File: src/rtl/mem_wb_stage.sv
// Memory-to-writeback pipeline stage with a two-entry skid buffer.
// HEAD drives the writeback port and the forwarding flag. SKID absorbs one
// extra instruction while writeback stalls. A 64-bit counter tracks retired
// instructions.
//
// Handshake contract, for both ports: a transfer happens on a rising edge
// where valid and ready are both high. A producer holding valid keeps its
// payload stable until the transfer. in_ready depends only on registered
// state, so it has no combinational path from wb_ready.
module mem_wb_stage #(
   parameter int unsigned       XLEN          = 64,
   parameter int unsigned       REG_ADDRWIDTH = 5,
   parameter logic [XLEN-1:0]   PC_RESET_ADDR = 64'h8000_0000
) (
   input  logic                     clk,
   input  logic                     rst,
   input  logic                     in_valid,
   output logic                     in_ready,
   input  logic [XLEN-1:0]          in_pc,
   input  logic [REG_ADDRWIDTH-1:0] in_rd_idx,
   input  logic                     in_rd_wen,
   input  logic [XLEN-1:0]          in_exc,
   input  logic [XLEN-1:0]          in_mem_out,
   input  logic                     in_is_load,
   input  logic                     flush,
   output logic                     wb_valid,
   input  logic                     wb_ready,
   output logic [XLEN-1:0]          wb_pc,
   output logic [REG_ADDRWIDTH-1:0] wb_rd_idx,
   output logic                     wb_rd_wen,
   output logic [XLEN-1:0]          wb_data,
   output logic                     fwd_valid,
   output logic [63:0]              instret
);

   // Occupancy: EMPTY = no entries, ONE = HEAD only, FULL = HEAD and SKID.
   typedef enum logic [1:0] {
      ST_EMPTY = 2'd0,
      ST_ONE   = 2'd1,
      ST_FULL  = 2'd2
   } state_e;

   state_e                   state_q, state_d;
   logic [XLEN-1:0]          head_pc_q, head_pc_d, head_data_q, head_data_d;
   logic [REG_ADDRWIDTH-1:0] head_rd_q, head_rd_d;
   logic                     head_wen_q, head_wen_d;
   logic [XLEN-1:0]          skid_pc_q, skid_pc_d, skid_data_q, skid_data_d;
   logic [REG_ADDRWIDTH-1:0] skid_rd_q, skid_rd_d;
   logic                     skid_wen_q, skid_wen_d;
   logic [63:0]              instret_q, instret_d;

   logic                     accept, pop, cap_wen;
   logic [XLEN-1:0]          cap_data;

   // Output view of HEAD; idle values are forced whenever HEAD is empty.
   always_comb begin
      in_ready  = (state_q != ST_FULL);
      wb_valid  = (state_q != ST_EMPTY);
      wb_pc     = wb_valid ? head_pc_q   : PC_RESET_ADDR;
      wb_rd_idx = wb_valid ? head_rd_q   : '0;
      wb_rd_wen = wb_valid ? head_wen_q  : 1'b0;
      wb_data   = wb_valid ? head_data_q : '0;
      fwd_valid = wb_valid & head_wen_q;
      instret   = instret_q;
   end

   // Handshake decode and capture formatting (x0 is never written).
   always_comb begin
      accept   = in_valid & in_ready;
      pop      = wb_valid & wb_ready;
      cap_data = in_is_load ? in_mem_out : in_exc;
      cap_wen  = in_rd_wen & (in_rd_idx != '0);
   end

   // Next-state and entry movement; flush overrides any accept.
   always_comb begin
      state_d     = state_q;
      head_pc_d   = head_pc_q;
      head_rd_d   = head_rd_q;
      head_wen_d  = head_wen_q;
      head_data_d = head_data_q;
      skid_pc_d   = skid_pc_q;
      skid_rd_d   = skid_rd_q;
      skid_wen_d  = skid_wen_q;
      skid_data_d = skid_data_q;
      instret_d   = instret_q + {63'd0, pop};
      unique case (state_q)
         ST_EMPTY: begin
            if (accept) begin
               head_pc_d   = in_pc;
               head_rd_d   = in_rd_idx;
               head_wen_d  = cap_wen;
               head_data_d = cap_data;
               state_d     = ST_ONE;
            end
         end
         ST_ONE: begin
            if (accept && pop) begin
               head_pc_d   = in_pc;
               head_rd_d   = in_rd_idx;
               head_wen_d  = cap_wen;
               head_data_d = cap_data;
            end else if (accept) begin
               skid_pc_d   = in_pc;
               skid_rd_d   = in_rd_idx;
               skid_wen_d  = cap_wen;
               skid_data_d = cap_data;
               state_d     = ST_FULL;
            end else if (pop) begin
               state_d = ST_EMPTY;
            end
         end
         ST_FULL: begin
            if (pop) begin
               head_pc_d   = skid_pc_q;
               head_rd_d   = skid_rd_q;
               head_wen_d  = skid_wen_q;
               head_data_d = skid_data_q;
               state_d     = ST_ONE;
            end
         end
         default: state_d = ST_EMPTY;
      endcase
      if (flush) begin
         state_d = ST_EMPTY;
      end
   end

   // State registers with synchronous active-low reset.
   always_ff @(posedge clk) begin
      if (!rst) begin
         state_q     <= ST_EMPTY;
         head_pc_q   <= PC_RESET_ADDR;
         head_rd_q   <= '0;
         head_wen_q  <= 1'b0;
         head_data_q <= '0;
         skid_pc_q   <= PC_RESET_ADDR;
         skid_rd_q   <= '0;
         skid_wen_q  <= 1'b0;
         skid_data_q <= '0;
         instret_q   <= '0;
      end else begin
         state_q     <= state_d;
         head_pc_q   <= head_pc_d;
         head_rd_q   <= head_rd_d;
         head_wen_q  <= head_wen_d;
         head_data_q <= head_data_d;
         skid_pc_q   <= skid_pc_d;
         skid_rd_q   <= skid_rd_d;
         skid_wen_q  <= skid_wen_d;
         skid_data_q <= skid_data_d;
         instret_q   <= instret_d;
      end
   end

endmodule

File: config.mk
export PLATFORM = sky130hd
export DESIGN_NAME = mem_wb_stage
export DESIGN_NICKNAME = d
export VERILOG_FILES = /design/src/rtl/mem_wb_stage.sv
export SDC_FILE = /design/constraint.sdc
export NUM_CORES = 1
export LEC_CHECK = 0
export ABC_CLOCK_PERIOD_IN_PS = 2700
export CORE_MARGIN = 4
export CORE_UTILIZATION = 35
export CTS_CLUSTER_DIAMETER = 60
export DETAILED_ROUTE_END_ITERATION = 7
export PLACE_DENSITY = 0.61
export RECOVER_POWER = 50
export SETUP_SLACK_MARGIN = 0.15
export SLEW_MARGIN = 30
export SYNTH_ARGS = -nofsm -noshare
export SYNTH_HDL_FRONTEND = slang
export SYNTH_SLANG_ARGS = --single-unit
File: constraint.sdc
create_clock -name clk -period 2.7 [get_ports clk]
set_input_delay 0.54 -clock clk [delete_from_list [all_inputs] [get_ports clk]]
set_output_delay 0.54 -clock clk [all_outputs]
set_load 0.05 [all_outputs]
==> metrics.csv <==
stage,metric,value,unit
critical_path,cp_max_fo,6,
detailed_routing,viasPerCell,5.12,
timing,finalMaxSlewViolations,0,
min_path,worstHoldPathCells,2,
placed_design,place.detailed.hpwl,32100,um
timing,min_period_over_period,91.1,%
critical_path,timing.critical_path.arrival,1.92,ns
finish,fin_nets,2416,
grt,grt_start_max_net_pins,99,
grt,grt_antenna_before_repair,9,
status,outcome,finished clean,
detailed_routing,wl_per_cell,17.1,um
yosys,register_bit_total_from_synthesis,334,
critical_path,crit_type,reg -> out,
detailed_routing,via_count,14232,
timing,maxClockFrequency,0.406,GHz
placed_design,gp_congestion,0.823,
critical_path,worst_path_max_delay_cell,sky130_fd_sc_hd__clkdlybuf4s50_1,
critical_path,critical_path.endpoint_type,output pin,
yosys,netlist_area,14900,um2
critical_path,cell_depth_of_the_worst_flop_to_flop_path,11,
clock_network,path_clk_slew,0.06,ns
yosys,syn_avg_cell_area,8.01,um2
clock_network,numClockSinks,334,
finish,drive_above_1_share,12.5,%
grt,global_route.overflow_total,0,
die,std_cell_rows,75,
timing,timing_hold_violations_final,0,
timing,final.setup_skew,0.0119,ns
clock_network,tritoncts,built,
timing,rsz0062_at_grt,yes,
timing,fin_setup_tns,0,ns
timing,max_slew.worst_pin.slew,1.42,ns
detailed_routing,drt_iter0_markers,867,
grt,grt_pass1_wl,75800,um
yosys,yosysWarnings,0,
clock_network,number_of_buffers_created_by_cts,40,
timing,timing.slew.headroom,5.41,%
detailed_routing,drc_errors,0,
die,core-area,41900,um2
grt,grt_pass1_vias,13512,
yosys,synth-main-ff-cell,sky130_fd_sc_hd__dfxtp_1,
clock_network,h-tree-depth,2,
die,die_width,214,um
finish,syn_to_final_growth,45.8,%
detailed_routing,drt_pass1_iterations,5,
yosys,post_syn_nets,2063,
clock_network,clock_path_buffers,3,
die,initial_utilization,35.5,%
pwr,power.density_cell_area,553,nW/um2
critical_path,worst-endpoint-required,2.16,ns
yosys,synth_async_sr_flop_share,0,%
pwr,power.leakage,8.16,nW
yosys,synthDistinctLibCells,50,
die,design.portCount,405,
yosys,number_of_flops_mapped_to_enable_cells_by_yosys,0,
finish,final_core_utilization,51.7,%
critical_path,timing.critical_path.from_type,register,
job,cap_violations,0,
critical_path,timing.critical_path.buf_inv,1,
clock_network,clk-insertion-delay-late,0.54,ns
die,die_height,214,um
clock_network,post_cts_hold_buffer_count,0,
clock_network,root_buffer,sky130_fd_sc_hd__clkbuf_16,
critical_path,critical_path_cell_count,1,
detailed_routing,routed_wirelength,47600,um
timing,final_period_minus_worst_setup_slack,2.46,ns
yosys,yosysSeqAreaShare,44.9,%
die,die-area,45900,um2
pwr,maximum_ir_drop_on_the_vdd_rail,0.000376,V
critical_path,cp_cell_sequence,clkdlybuf4s50_1,
grt,grt.total_usage,20.0,%
critical_path,critical_path.top_delay_family,buffers and inverters,
critical_path,crit_path_max_incr_delay,0.88,ns
detailed_routing,ant_nets,0,
timing,setup_violations,0,
yosys,synthCells,1857,
min_path,hold_class,reg -> reg,
placed_design,placement.io_buffers,404,
## state kept, by name, indices dropped and copies added, names as in the netlist
| register | cells |
|---|---|
| head_data_q | 64 |
| head_pc_q | 64 |
| head_rd_q | 5 |
| head_wen_q | 1 |
| instret | 64 |
| skid_data_q | 64 |
| skid_pc_q | 64 |
| skid_rd_q | 5 |
| skid_wen_q | 1 |
| state_q | 2 |
## report_power, final
part	internal [mW]	total, mW	switching (mW)
Clock	3.25	5.32	2.07
Sequential	5.13	5.22	0.0887
Combinational	0.689	1.46	0.771
## layout by cell type, fill, tap and decap left out, drive strengths merged, types with 15 or more instances in the layout
master         Yosys  layout
a21oi            157     157
dfxtp            334     334
clkdlybuf4s50      0     263
mux2i             65      65
a311oi            68      68
clkbuf           130      61
o211ai            65      65
or3               15      15
xor2              23      23
and2             140     140
a211oi            64      64
nand3             31      31
nand4             25      25
nand2            429     429
nor2             184     184
buf               19     187
o21ai             17      17
## synthesized netlist by cell type (14+ instances only)
cell type                  number  area share (%)
sky130_fd_sc_hd__nand2_1      429              11
sky130_fd_sc_hd__dfxtp_1      334              45
sky130_fd_sc_hd__nor2_1       184             4.6
sky130_fd_sc_hd__a21oi_1      157             5.3
sky130_fd_sc_hd__and2_1       140             5.9
sky130_fd_sc_hd__clkbuf_1     129             3.3
sky130_fd_sc_hd__a311oi_1      68             4.0
sky130_fd_sc_hd__mux2i_1       65             4.4
sky130_fd_sc_hd__o211ai_1      65             3.3
sky130_fd_sc_hd__a211oi_1      64             3.2
sky130_fd_sc_hd__nand3_1       29            0.98
sky130_fd_sc_hd__xor2_1        23             1.4
sky130_fd_sc_hd__nand4_1       21            0.88
sky130_fd_sc_hd__o21ai_0       16            0.54
sky130_fd_sc_hd__buf_1         15            0.38
sky130_fd_sc_hd__or3_1         14            0.59
sky130_fd_sc_hd__xnor2_1       14            0.82
## worst register-to-register path, cell delays in order (launching register included)
cell and delay [ns]:
sky130_fd_sc_hd__dfxtp_2 0.37, sky130_fd_sc_hd__or2_4 0.17, sky130_fd_sc_hd__and2_4 0.18, sky130_fd_sc_hd__ha_4 0.17
sky130_fd_sc_hd__ha_4 0.14, sky130_fd_sc_hd__nand4_2 0.14, sky130_fd_sc_hd__nor4_4 0.17, sky130_fd_sc_hd__buf_4 0.18
sky130_fd_sc_hd__nand4_4 0.13, sky130_fd_sc_hd__buf_4 0.19, sky130_fd_sc_hd__or3_1 0.34, sky130_fd_sc_hd__a21oi_1 0.15
## worst paths after layout
kind	slack, ns	to	start
max	0.24	instret[3]	instret[3]
min	0.44	head_data_q[38]	head_data_q[38]
max reg2reg	0.33	instret[54]	state_q[1]
min reg2reg	0.44	head_data_q[38]	head_data_q[38]
## metrics by stage
step | area, um2 | setup slack (ns) | power [mW] | hold WS [ns] | instances
3_3_place_gp | 20400 | -0.204 | 6.77 | 0.434 | 2707
4_1_cts | 21700 | 0.120 | 12.2 | 0.447 | 2772
3_5_place_dp | 20400 | -0.247 | 6.80 | 0.441 | 2707
2_1_floorplan | 14900 | 0.150 | 6.08 | 0.427 | 1857
5_1_grt | 21700 | 0.0978 | 12.5 | 0.468 | 2777
6_report | 21700 | 0.239 | 12.0 | 0.445 | 2778
## cell families after synthesis
logic type                 share of synthesized area [%]
DFF                                                 44.9
muxes                                               4.37
AOI/OAI and AO/OA                                   17.0
adders and majority gates                          0.168
buffers and inverters                               4.15
xor gates and xnor gates                            2.18
and+or+nand+nor                                     27.2
## timing repair
| item | CTS | global route |
|---|---|---|
| gates resized for setup | 4 | 7 |
| hold endpoints to repair | 0 | 0 |
| setup buffers | 0 | 0 |
| setup endpoints to repair | 117 | 96 |
## layer usage
layer | vias up | wire length [um] | GRT usage [%]
met5 | - | 36 | 0
met4 | 6 | 1420 | 7.48
met3 | 83 | 2670 | 4.45
met2 | 352 | 22500 | 32.3
met1 | 6679 | 21000 | 26.2
li1 | 7112 | - | -
## layout make-up
cell class                      instances  area (um2)
Fill cell                            3860       20300
Multi-Input combinational cell       1365        7660
Sequential cell                       334        6690
Timing Repair Buffer                  460        5320
Clock buffer                           55        1150
Tap cell                              539         674
Clock inverter                         10         140
Inverter                                9        38.8
Antenna cell                            6        15.0
Power figures use the tool's default switching activity.
